### src/rtl/decode_hazard_ctrl.sv
// Pipeline sequencing controller beside the decode stage: tracks in-flight
// register writes, detects RAW hazards for the instruction in ID, freezes on
// data-memory busy, flushes wrong-path work on taken branches and drains the
// pipe on HALT.
module decode_hazard_ctrl #(
  parameter int SB_ISSUE_CNT = 2,
  parameter int DRAIN_CYCLES = 3
) (
  input  logic        clk,
  input  logic        rst,
  input  logic        id_valid,
  input  logic [2:0]  id_rs,
  input  logic [2:0]  id_rt,
  input  logic        id_rs_use,
  input  logic        id_rt_use,
  input  logic [2:0]  id_rd,
  input  logic        id_regwrt,
  input  logic        id_halt,
  input  logic        br_taken,
  input  logic        mem_busy,
  output logic        id_nop,
  output logic        issue,
  output logic        pc_hold,
  output logic        ifid_hold,
  output logic        ifid_flush,
  output logic        pipe_freeze,
  output logic        halted,
  output logic [1:0]  state,
  output logic [15:0] stall_cnt
);

  typedef enum logic [1:0] {
    RUN    = 2'b00,
    DRAIN  = 2'b01,
    HALTED = 2'b10
  } state_t;

  state_t      state_q, state_d;
  logic [1:0]  sb [8];
  logic [7:0]  drain_q, drain_d;
  logic        adv;
  logic        raw;
  logic        rs_busy, rt_busy;
  logic        stall_now;

  // The pipe only moves when data memory is not holding it up.
  assign adv = ~mem_busy;

  // A source is hazardous while its scoreboard entry has not counted down.
  assign rs_busy = id_rs_use && (sb[id_rs] != 2'd0);
  assign rt_busy = id_rt_use && (sb[id_rt] != 2'd0);
  assign raw     = id_valid && (rs_busy || rt_busy);

  assign state = state_q;

  // Cycles charged to stalls: memory freezes and RAW stalls a flush does not override.
  assign stall_now = (state_q == RUN) && (mem_busy || (raw && !br_taken));

  // Control outputs and next state, all decided within the current cycle.
  always_comb begin
    id_nop      = 1'b0;
    issue       = 1'b0;
    pc_hold     = 1'b0;
    ifid_hold   = 1'b0;
    ifid_flush  = 1'b0;
    pipe_freeze = 1'b0;
    halted      = 1'b0;
    state_d     = state_q;
    drain_d     = drain_q;
    if (!rst) begin
      id_nop    = 1'b1;
      pc_hold   = 1'b1;
      ifid_hold = 1'b1;
    end else begin
      case (state_q)
        RUN: begin
          if (mem_busy) begin
            pipe_freeze = 1'b1;
            pc_hold     = 1'b1;
            ifid_hold   = 1'b1;
          end else if (br_taken) begin
            ifid_flush = 1'b1;
            id_nop     = 1'b1;
          end else if (raw) begin
            id_nop    = 1'b1;
            pc_hold   = 1'b1;
            ifid_hold = 1'b1;
          end else begin
            issue = id_valid;
          end
          if (issue && id_halt) begin
            state_d = DRAIN;
            drain_d = 8'(DRAIN_CYCLES);
          end
        end
        DRAIN: begin
          pc_hold     = 1'b1;
          ifid_hold   = 1'b1;
          id_nop      = 1'b1;
          pipe_freeze = mem_busy;
          if (adv) begin
            if (drain_q <= 8'd1) begin
              drain_d = 8'd0;
              state_d = HALTED;
            end else begin
              drain_d = drain_q - 8'd1;
            end
          end
        end
        HALTED: begin
          halted    = 1'b1;
          pc_hold   = 1'b1;
          ifid_hold = 1'b1;
          id_nop    = 1'b1;
        end
        default: begin
          id_nop    = 1'b1;
          pc_hold   = 1'b1;
          ifid_hold = 1'b1;
          state_d   = RUN;
        end
      endcase
    end
  end

  // State, drain counter and saturating stall counter registers.
  always_ff @(posedge clk) begin
    if (!rst) begin
      state_q   <= RUN;
      drain_q   <= 8'd0;
      stall_cnt <= 16'd0;
    end else begin
      state_q <= state_d;
      drain_q <= drain_d;
      if (stall_now && (stall_cnt != 16'hFFFF)) begin
        stall_cnt <= stall_cnt + 16'd1;
      end
    end
  end

  // Scoreboard: issuing writers load their entry, others count down while the pipe advances.
  always_ff @(posedge clk) begin
    if (!rst) begin
      for (int i = 0; i < 8; i++) begin
        sb[i] <= 2'd0;
      end
    end else begin
      for (int i = 0; i < 8; i++) begin
        if (issue && id_regwrt && (id_rd == 3'(i))) begin
          sb[i] <= 2'(SB_ISSUE_CNT);
        end else if (adv && (sb[i] != 2'd0)) begin
          sb[i] <= sb[i] - 2'd1;
        end
      end
    end
  end

endmodule

### config.mk
export PLATFORM = sky130hd
export DESIGN_NAME = decode_hazard_ctrl
export DESIGN_NICKNAME = d
export VERILOG_FILES = /design/src/rtl/decode_hazard_ctrl.sv
export SDC_FILE = /design/constraint.sdc
export NUM_CORES = 1
export LEC_CHECK = 0
export ABC_AREA = 1
export CORE_MARGIN = 8
export CORE_UTILIZATION = 41
export DETAILED_ROUTE_END_ITERATION = 10
export PLACE_DENSITY = 0.64
export SYNTH_ARGS = -nofsm -noshare
export SYNTH_HDL_FRONTEND = slang
export SYNTH_SLANG_ARGS = --single-unit
### constraint.sdc
create_clock -name clk -period 2.1 [get_ports clk]
set_input_delay 0.315 -clock clk [delete_from_list [all_inputs] [get_ports clk]]
set_output_delay 0.315 -clock clk [all_outputs]
set_load 0.01 [all_outputs]
==> flow_results.org <==
** Placement
- During placement, the flow inserted port buffers numbering between 40 and 50.
- The congestion estimate from routability-driven global placement came to about 0.86.
- Dpl hpwl :: 5760 µm

** Detailed routing
- Average wire per cell in the routed design :: 13.7 µm
- Using the TritonRoute via totals, the vias-per-cell ratio works out to roughly 5.2.
- The first routing iteration left a little over 80 violations.
- For this run, the detailed router's first-pass iteration total came to 4.
- After detailed routing, the number of remaining DRC violations is 0.
- The detail route stage leaves a number of antenna-violating nets equal to 0.
- Aggregate routed wire length :: 7540 µm
- The final route contains between 2000 and 3000 vias.

** Clock tree
- After clock tree synthesis, the clock-pin slew on the worst setup and hold paths is about 0.090 ns.
- TritonCTS built the clock tree.
- In this run, CTS created clock tree buffers numbering 5.
- Clock Sink Count :: 42
- Number of buffers added to fix hold violations after cts :: 0
- Cell at the root of the clock tree :: sky130_fd_sc_hd__clkbuf_8
- The clock tree synthesis step divided the H-tree into 2 levels.
- Clk Latency, worst-skew pair :: around 0.31 ns
- CTS Buffer Depth :: 2

** Setup path
- Worst setup slack for register-to-register paths :: approximately 0.14 ns
- In this run the worst path has a maximum fanout of 4.
- STA puts the critical path data required time at 1.78 ns.
- The worst setup path is launched from a register.
- The critical path is of the register to output port type.
- For the worst setup path, the data arrival time is around 1.7 ns.
- The worst setup path is captured at an output port.

** Layout
- Cells fill between 50 and 60% of the core in the end.
- In the final layout, flip-flops and latches occupy between 1000 and 1500 µm².
- Fill cells :: about 650
- Final Net Count :: 500
- The repair_antennas step left the layout with diodes totalling 0.
- Summing all multi-input logic gate instances after layout gives roughly 1600 µm².
- In the final layout, the share of cells above drive strength 1 is ~20%.
- Synthesis-to-finish area growth :: 33.9%

** Global route
- Antenna violations before repair :: 0
- The total overflow left after global routing is 0.
- Tot GR Track Use :: around 15%
- Maximum number of pins on one net before global-route repair :: 19
- The first global-routing pass estimated 12500 µm of wire.
- The number of global-route vias before repair is about 2800.

** Yosys
- Post-synth cell types :: 36
- Net Count, Synth :: 417
- Yosys mapped a number of flops with a built-in enable equal to 16.
- The synthesized netlist occupies a cell area of about 2800 µm².
- The share of synthesized area in the top cell type comes to between 10% and 20%.
- Among all cell types in the netlist, the one instantiated most often is sky130_fd_sc_hd__nand2_1.
- Post-synthesis sequential area ratio :: 35.1%
- Among all flip-flop cells after synthesis, the most frequent one is sky130_fd_sc_hd__dfxtp_1.
- For this run, asynchronously set or reset flops after synthesis account for 0%.
- In this run, synthesis produced a sequential element count of between 40 and 50.
- Most area-hungry cell type in the Yosys netlist :: sky130_fd_sc_hd__dfxtp_1
- By area the synthesized netlist is led by sky130_fd_sc_hd__dfxtp_1, sky130_fd_sc_hd__edfxtp_1, sky130_fd_sc_hd__nand2_1, sky130_fd_sc_hd__nand3_1, sky130_fd_sc_hd__nor2_1.
- Warning count from the yosys run :: 0
- Synthesis produced around 390 cells.
- Post-synth top cells :: sky130_fd_sc_hd__nand2_1, sky130_fd_sc_hd__nor2_1, sky130_fd_sc_hd__inv_1
- Average cell area after synthesis :: roughly 7.3 µm²

** Floorplan
- Ports :: between 40 and 50
- Die area :: about 9900 µm²
- Die X-Extent :: about 99 µm
- The floorplan step defined a core boundary enclosing 6760 µm².
- Once the floorplan was initialized, standard cells occupied 42.1% of the core.
- # rows :: 30
- From bottom edge to top edge, the die measures 99.3 µm.

** STA
- Between clock sinks in the finished design, the worst skew comes to about 0.012 ns.
- The worst path in the final design needs a cycle of 2.01 ns, including I/O delays and setup.
- For the pin with the worst max-slew slack, the measured transition is between 0.3 and 0.4 ns.
- Setup violators final :: 0
- Peak Freq :: between 400 and 500 MHz
- Headroom to the max-slew limit :: 74.7%
- The total count of max-transition violations in the final report was 0.
- The final critical path takes up approximately 96% of the cycle.
- Hold is met by roughly 0.47 ns.
- Total count of hold-check failures in the final report :: 0

** Power and ir drop
- Power per standard cell area :: around 550 nW/µm²
- For this design the static power due to leakage is roughly 1.6 nW.
- Maximum VDD drop :: 0.258 mV

** Worst hold path
- The tightest min-delay check is of the register to register type.

** Status
- Status :: completed

** Flow run
- Across the run, the number of max-cap violations was 0.
## worst max-delay path, stage by stage, from the launching register on
cell and delay, ns:
sky130_fd_sc_hd__edfxtp_1 0.43, sky130_fd_sc_hd__nor2_4 0.16, sky130_fd_sc_hd__nand2_1 0.07, sky130_fd_sc_hd__nand3_1 0.08, sky130_fd_sc_hd__nand3_1 0.09, sky130_fd_sc_hd__nand3_2 0.11
sky130_fd_sc_hd__nand2_4 0.08, sky130_fd_sc_hd__nand3_2 0.07, sky130_fd_sc_hd__nand3_1 0.13, sky130_fd_sc_hd__buf_2 0.18
## state kept, by name (all words and copies together) (netlist names)
register   cells
sb            16
stall_cnt     16
drain_q        8
state          2
## through the flow
| step | instance area (µm²) | setup TNS [ns] | setup WS, ns | total power [mW] | instances |
|---|---|---|---|---|---|
| CTS | 3740 | -0.236 | -0.119 | 2.09 | 548 |
| global route | 3810 | -0.223 | -0.0379 | 2.18 | 552 |
| global placement | 3610 | -6.58 | -0.455 | 1.33 | 540 |
| floorplan | 2850 | 0 | 0.321 | 1.16 | 388 |
| detailed placement | 3610 | -9.75 | -0.487 | 1.34 | 540 |
| finish | 3810 | 0 | 0.0898 | 2.09 | 552 |
## routing by layer
metal,part of all wire (%),track usage (%),up-vias
li1,-,-,1482
met1,47,19.1,1301
met2,47,25.8,57
met3,4.6,2.86,11
met4,1.5,5.36,0
met5,0,0,-
## cell type report
cell class                      instances  share of cell area, %
Multi-Input combinational cell        282                   43.2
Sequential cell                        42                   26.2
Timing Repair Buffer                   87                   19.2
Inverter                               53                   5.25
Tap cell                               80                   2.62
Clock buffer                            6                   2.46
Clock inverter                          2                   1.02
## logic make-up (layout without fill, tap and decap cells)
kind of cell | count (synthesis) | count (layout) | synth area share (%)
buffers and inverters | 64 | 148 | 9.31
flip-flops | 42 | 42 | 35.1
AO/OA/AOI/OAI | 41 | 41 | 8.35
AND/OR/NAND/NOR | 212 | 212 | 36.8
adder cells (fa/ha/maj) | 11 | 11 | 4.83
XOR/XNOR | 18 | 18 | 5.54
## what timing repair did
item,in CTS,in global routing
endpoints found under the setup margin,7,28
pin swaps,0,3
resized for setup,23,16
gates cloned,0,0
setup buffers,0,4
## worst paths after layout
path | start | end | depth (start not counted)
max | sb[2][1] | ifid_hold | 9
min | drain_q[3] | drain_q[3] | 2
max reg2reg | sb[2][1] | sb[0][1] | 11
min reg2reg | drain_q[3] | drain_q[3] | 2
## placed cells by master (no fill, tap or decap), types with 7 or more instances in the layout
| master | synthesis | final |
|---|---|---|
| sky130_fd_sc_hd__nor2_1 | 46 | 41 |
| sky130_fd_sc_hd__inv_1 | 45 | 45 |
| sky130_fd_sc_hd__ha_1 | 11 | 11 |
| sky130_fd_sc_hd__nand3_1 | 40 | 36 |
| sky130_fd_sc_hd__clkdlybuf4s50_1 | 0 | 33 |
| sky130_fd_sc_hd__a21oi_1 | 24 | 24 |
| sky130_fd_sc_hd__nand2_1 | 66 | 66 |
| sky130_fd_sc_hd__xor2_1 | 13 | 13 |
| sky130_fd_sc_hd__nor3_1 | 11 | 11 |
| sky130_fd_sc_hd__nand4_1 | 27 | 27 |
| sky130_fd_sc_hd__dfxtp_1 | 26 | 26 |
| sky130_fd_sc_hd__inv_2 | 7 | 7 |
| sky130_fd_sc_hd__edfxtp_1 | 16 | 16 |
| sky130_fd_sc_hd__buf_4 | 1 | 45 |
## report_power, final
group / leakage, nW / switching (mW) / internal [mW]
combinational: 1.16 / 0.235 / 0.196
clock: 0.0665 / 0.311 / 0.429
sequential: 0.377 / 0.0257 / 0.889
total: 1.61 / 0.572 / 1.51
No activity file was read; power rests on OpenSTA's default activity.
